File: src/rtl/hazard_stall_unit.sv
// -----------------------------------------------------------------------------
// hazard_stall_unit
//   Producer-side hazard control for the 5-stage pipeline. Covers the hazards
//   that EX-stage forwarding cannot cover:
//     - load-use dependencies (one bubble into ID/EX),
//     - taken branch/jump redirects resolved in EX (flush IF/ID, bubble ID/EX),
//     - multi-cycle data-memory accesses in M (freeze, with a timeout watchdog).
//   Control outputs are combinational from the FSM state and the current inputs.
//   Priority: freeze > redirect > load-use > normal.
//
// Optional build feature: define HAZARD_STATS_EN to add the saturating
//   StallCycles, LoadUseCount and RedirectCount statistics outputs.
//
// Ports:
//   CLK, RST            clock (rising edge), synchronous active-high reset
//   ID_*                ID-stage instruction validity and source registers
//   EX_*                EX-stage destination, load flag and redirect
//   M_MemReq            M-stage instruction accesses data memory
//   DMEM_Ready          data memory completes the access this cycle
//   PC_WE .. EXM_WE     per-stage write enables
//   IFID_Flush          load NOP into IF/ID
//   IDEX_Bubble         load NOP into ID/EX
//   MWB_Bubble          load NOP into M/WB
//   MemFault            sticky memory-timeout flag
//   StallCycles, LoadUseCount, RedirectCount (HAZARD_STATS_EN only)
// -----------------------------------------------------------------------------
module hazard_stall_unit #(
   parameter int unsigned MEM_TIMEOUT = 16,
   parameter int unsigned CNT_W       = 5
) (
   input  logic        CLK,
   input  logic        RST,
   input  logic        ID_Valid,
   input  logic [4:0]  ID_REG_RA1,
   input  logic [4:0]  ID_REG_RA2,
   input  logic        ID_UseRA1,
   input  logic        ID_UseRA2,
   input  logic [4:0]  EX_REG_WA,
   input  logic        EX_REG_WE,
   input  logic        EX_isLoad,
   input  logic        EX_Redirect,
   input  logic        M_MemReq,
   input  logic        DMEM_Ready,
   output logic        PC_WE,
   output logic        IFID_WE,
   output logic        IDEX_WE,
   output logic        EXM_WE,
   output logic        IFID_Flush,
   output logic        IDEX_Bubble,
   output logic        MWB_Bubble,
`ifdef HAZARD_STATS_EN
   output logic        MemFault,
   output logic [31:0] StallCycles,
   output logic [31:0] LoadUseCount,
   output logic [31:0] RedirectCount
`else
   output logic        MemFault
`endif
);

   typedef enum logic [1:0] {StRun, StMemWait, StFault} state_e;

   state_e           state_q, state_d;
   logic [CNT_W-1:0] wait_cnt_q, wait_cnt_d;
   logic             mem_fault_q, mem_fault_d;

   logic ra1_hit, ra2_hit, load_use, mem_stall, freeze;

   // x0 is hardwired zero, so a write to it never creates a dependency.
   assign ra1_hit   = ID_UseRA1 && (ID_REG_RA1 == EX_REG_WA);
   assign ra2_hit   = ID_UseRA2 && (ID_REG_RA2 == EX_REG_WA);
   assign load_use  = ID_Valid && EX_isLoad && EX_REG_WE && (EX_REG_WA != 5'd0) &&
                      (ra1_hit || ra2_hit);
   assign mem_stall = M_MemReq && !DMEM_Ready;
   assign freeze    = (state_q == StFault) || mem_stall;

   assign MemFault = mem_fault_q;

   // Pipeline controls. A frozen cycle holds every stage and drains WB with a
   // NOP; redirect/load-use are simply re-evaluated once the freeze drops.
   always_comb begin
      PC_WE       = 1'b0;
      IFID_WE     = 1'b0;
      IDEX_WE     = 1'b0;
      EXM_WE      = 1'b0;
      IFID_Flush  = 1'b0;
      IDEX_Bubble = 1'b0;
      MWB_Bubble  = 1'b0;
      if (!RST) begin
         if (freeze) begin
            MWB_Bubble = 1'b1;
         end else if (EX_Redirect) begin
            // The ID instruction is squashed, so any load-use on it is moot.
            PC_WE       = 1'b1;
            IFID_WE     = 1'b1;
            IDEX_WE     = 1'b1;
            EXM_WE      = 1'b1;
            IFID_Flush  = 1'b1;
            IDEX_Bubble = 1'b1;
         end else if (load_use) begin
            // Hold PC and IF/ID for one cycle; M-stage forwarding covers the rest.
            IDEX_WE     = 1'b1;
            EXM_WE      = 1'b1;
            IDEX_Bubble = 1'b1;
         end else begin
            PC_WE   = 1'b1;
            IFID_WE = 1'b1;
            IDEX_WE = 1'b1;
            EXM_WE  = 1'b1;
         end
      end
   end

   // Memory-wait FSM with timeout watchdog.
   always_comb begin
      state_d     = state_q;
      wait_cnt_d  = wait_cnt_q;
      mem_fault_d = mem_fault_q;
      unique case (state_q)
         StRun: begin
            if (mem_stall) begin
               state_d    = StMemWait;
               wait_cnt_d = CNT_W'(1);
            end
         end
         StMemWait: begin
            // A dropped request is illegal here; recover rather than hang.
            if (!M_MemReq || DMEM_Ready) begin
               state_d    = StRun;
               wait_cnt_d = '0;
            end else if (wait_cnt_q == CNT_W'(MEM_TIMEOUT - 1)) begin
               state_d     = StFault;
               mem_fault_d = 1'b1;
            end else begin
               wait_cnt_d = wait_cnt_q + CNT_W'(1);
            end
         end
         StFault: begin
            state_d     = StFault;
            mem_fault_d = 1'b1;
         end
         default: begin
            state_d    = StRun;
            wait_cnt_d = '0;
         end
      endcase
   end

   always_ff @(posedge CLK) begin
      if (RST) begin
         state_q     <= StRun;
         wait_cnt_q  <= '0;
         mem_fault_q <= 1'b0;
      end else begin
         state_q     <= state_d;
         wait_cnt_q  <= wait_cnt_d;
         mem_fault_q <= mem_fault_d;
      end
   end

`ifdef HAZARD_STATS_EN
   logic [31:0] stall_cycles_q, stall_cycles_d;
   logic [31:0] load_use_cnt_q, load_use_cnt_d;
   logic [31:0] redirect_cnt_q, redirect_cnt_d;
   logic        lu_taken, redirect_taken;

   assign lu_taken       = !RST && !freeze && !EX_Redirect && load_use;
   assign redirect_taken = !RST && !freeze && EX_Redirect;

   // All counters saturate instead of wrapping.
   always_comb begin
      stall_cycles_d = stall_cycles_q;
      load_use_cnt_d = load_use_cnt_q;
      redirect_cnt_d = redirect_cnt_q;
      if (!RST && !PC_WE && (stall_cycles_q != 32'hFFFF_FFFF)) begin
         stall_cycles_d = stall_cycles_q + 32'd1;
      end
      if (lu_taken && (load_use_cnt_q != 32'hFFFF_FFFF)) begin
         load_use_cnt_d = load_use_cnt_q + 32'd1;
      end
      if (redirect_taken && (redirect_cnt_q != 32'hFFFF_FFFF)) begin
         redirect_cnt_d = redirect_cnt_q + 32'd1;
      end
   end

   always_ff @(posedge CLK) begin
      if (RST) begin
         stall_cycles_q <= '0;
         load_use_cnt_q <= '0;
         redirect_cnt_q <= '0;
      end else begin
         stall_cycles_q <= stall_cycles_d;
         load_use_cnt_q <= load_use_cnt_d;
         redirect_cnt_q <= redirect_cnt_d;
      end
   end

   assign StallCycles   = stall_cycles_q;
   assign LoadUseCount  = load_use_cnt_q;
   assign RedirectCount = redirect_cnt_q;
`endif

endmodule

File: config.mk
export PLATFORM = sky130hd
export DESIGN_NAME = hazard_stall_unit
export DESIGN_NICKNAME = d
export VERILOG_FILES = /design/src/rtl/hazard_stall_unit.sv
export SDC_FILE = /design/constraint.sdc
export NUM_CORES = 1
export LEC_CHECK = 0
export CORE_MARGIN = 8
export CORE_UTILIZATION = 42
export DETAILED_ROUTE_END_ITERATION = 12
export GPL_ROUTABILITY_DRIVEN = 0
export GPL_TIMING_DRIVEN = 0
export PLACE_DENSITY = 0.82
export SYNTH_ARGS = -nofsm -noshare
export SYNTH_HDL_FRONTEND = slang
export SYNTH_SLANG_ARGS = --single-unit
File: constraint.sdc
create_clock -name CLK -period 3.5 [get_ports CLK]
set_input_delay 0.7 -clock CLK [delete_from_list [all_inputs] [get_ports CLK]]
set_output_delay 0.7 -clock CLK [all_outputs]
set_load 0.02 [all_outputs]
==> reports/metrics.csv <==
metric,value,unit
CTS tree,built,
Area contributors post-synth,"dfxtp_1, xor2_1, ha_1",
Worst Path Arrival,2610,ps
Post-Syn Area,686,µm²
cts bufs inserted,3,
share of cells above drive strength 1,7.56,%
YS warnings,0,
syn_area_per_cell,8.16,µm²
I/O pins,33,
Starting Density,45.0,%
Max Fclk,302,MHz
# setup viols final,0,
class of the worst hold path,reg -> reg,
Max-Cap Viols,0,
dpl cell area,1030,µm²
initial antenna violation count,0,
# port buffers,32,
crit share post-route,94.5,%
Adder-Cell Fraction of Synth Area,9.12,%
grt ovf,0,
total core area,1520,µm²
Slew @ Worst Pin,498,ps
outcome,finished clean,
"Slew Viols, Final",0,
dominant cell type by area after synthesis,dfxtp_1,
Yosys top cell area share,23.4,%
clock tree buffer depth,2,
H-tree depth,1,
CP endpoint kind,output pin,
Slew Limit Headroom,66.8,%
first-pass GRT wire length,2930,µm
Worst Path Required,2800,ps
Setup TNS Final,0,ps
WL per Instance,13.4,µm
Post-Syn Nets,114,
total inserted antenna cells,0,
clock skew,0.809,ps
Non-Filler Instances,135,
hpwl dp,1520,µm
"antenna viol nets, final",0,
"flops & latches, synth",8,
Detailed Route WL,1810,µm
total die area,3180,µm²
Post-CTS Setup Repair Bufs,0,
area grow syn2layout,53.6,%
Skew-Pair Late Insertion Delay,250,ps
"Power, Total",0.257,mW
Compound-Gate Fraction of Synth Area,23.5,%
Critical Path Fanout Max,3,
CP Class,in -> out,
power per cell area,244,nW/µm²
CP max-delay cell,or4_1,
Crit path largest cell delay,560,ps
DRC,0,
hold buffer count at cts,0,
post-synthesis mux area share,0,%
fraction of the mapped netlist area in simple logic gates,21.2,%
"Design Area, Final",1050,µm²
Root Buffer,clkbuf_4,
largest family of logic cells by synthesized area,compound AO/OA/AOI/OAI gates,
FP Rows,14,
Die H,56.4,µm
RSZ-0062 raised after global routing,false,
maximum VDD drop,0.135,mV
Final min period,3310,ps
worst path bufs/invs,3,
largest net degree at the start of global routing,11,
"critical path, cell by cell",clkdlybuf4s50_1 > or4_1 > o2111ai_1 > o31a_1 > buf_4 > dlygate4sd2_1,
sequential area share after synthesis,23.4,%
post-synthesis cell type count,34,
DR vias,725,
Total Routing Usage GR,11.0,%
Final Hold Vio Count,0,
Worst-path clk slew,60,ps
Lkg Pwr,0.440,nW
DR iter-0 viols,4,
vias in the first global route,769,
layout net count,151,
"delay-heaviest family, CP",buffers and inverters,
dpl cells,132,
Die Wd,56.4,µm
Worst Setup Start Kind,input pin,
router iterations before antenna repair,4,
Post-Synth XOR/XNOR Area,14.1,%
Mapped Cells,84,
clock sink total,8,
DR vias/cell,5.37,
[worst reg2reg max path, stage by stage (launching register included)]
cell	delay, ps
dfxtp_1	320
ha_1	220
and3_1	190
ha_1	170
clkbuf_1	190
nand4b_1	250
or3_1	360
a21oi_1	130
[repair_timing]
item / in CTS / in global routing
endpoints found under the hold margin: 0 / 0
setup endpoints to repair: 2 / 2
gates cloned: 0 / 0
gates resized for setup: 2 / 2
[per-layer routing]
metal / track usage [%] / wire length (µm)
met5: 0 / 0
met4: 7.22 / 27
met3: 4.49 / 172
met2: 17.0 / 765
met1: 12.0 / 848
[layout make-up]
class                      instances  area (µm²)
buffer                             5        33.8
clock buffer                       3        22.5
fill                             142         470
inverter                           7        26.3
multi-input combinational         64         470
sequential                         8         160
tap                               16        20.0
timing repair buffer              32         320
[metrics by stage]
stage	hold slack [ps]	utilization, %	worst slack, ps
after floorplan	454	-	625
after global placement	449	67.3	-88.1
after detailed placement	477	67.3	-98.2
after CTS	485	68.6	46.9
after global routing	503	69.1	105
final	479	69.1	191
[kinds of logic after synthesis]
group / count (synthesis)
adders and majority gates: 5
DFF: 8
xor gates and xnor gates: 11
and+or+nand+nor: 25
buffers and inverters: 12
AOI/OAI and AO/OA: 23
[flip-flops by register name, summed over array words and instances, names as in the netlist]
register and cells:
wait_cnt_q 5, state_q 2, MemFault 1
[cells in the mapped netlist]
library cell and count:
dfxtp_1 8, nand2b_1 1, and2_0 1, or3_1 1, clkbuf_1 2, xnor2_1 2
o41ai_2 1, ha_1 5, a2bb2oi_1 1, a32oi_1 1, o31a_1 1, and3_1 1
and2_1 1, o2111ai_1 1, buf_6 1, buf_4 2, nor3b_1 1, inv_1 7
and3b_1 1, a21oi_1 9, a22oi_1 1, a221oi_2 1, nand4b_1 1, nor2_1 7
nand3b_1 2, or4_1 1, nor3_1 1, a21o_1 1, a221o_1 1, nand4bb_1 1
o21ai_0 5, nand2_1 3, nor4_1 2, xor2_1 9
[cell usage in the layout, fill, tap and decap left out]
cell / instances
a21o_1: 1
a21oi_1: 9
a221o_1: 1
a221oi_2: 1
a22oi_1: 1
a2bb2oi_1: 1
a32oi_1: 1
and2_0: 1
and2_1: 1
and3_1: 1
and3b_1: 1
buf_4: 2
buf_6: 1
clkbuf_1: 2
clkbuf_4: 3
clkdlybuf4s50_1: 29
dfxtp_1: 8
dlygate4sd2_1: 2
dlymetal6s2s_1: 1
ha_1: 5
inv_1: 7
nand2_1: 3
nand2b_1: 1
nand3b_1: 2
nand4b_1: 1
nand4bb_1: 1
nor2_1: 7
nor3_1: 1
nor3b_2: 1
nor4_1: 2
o2111ai_1: 1
o21ai_0: 5
o31a_1: 1
o41ai_2: 1
or3_1: 1
or4_1: 1
xnor2_1: 2
xor2_1: 9
[power by group]
group	switching [mW]	internal, mW
logic	0.0375	0.0517
clock network	0.0314	0.0393
registers	0.00238	0.0943
total	0.0712	0.185
[final timing paths]
kind | cells past startpoint | start | slack (ps) | to
max | 6 | EX_REG_WA[0] | 190 | PC_WE
min | 2 | MemFault | 480 | MemFault
max reg2reg | 7 | wait_cnt_q[0] | 1600 | wait_cnt_q[3]
min reg2reg | 2 | MemFault | 480 | MemFault
No activity file was read; power rests on OpenSTA's default activity.
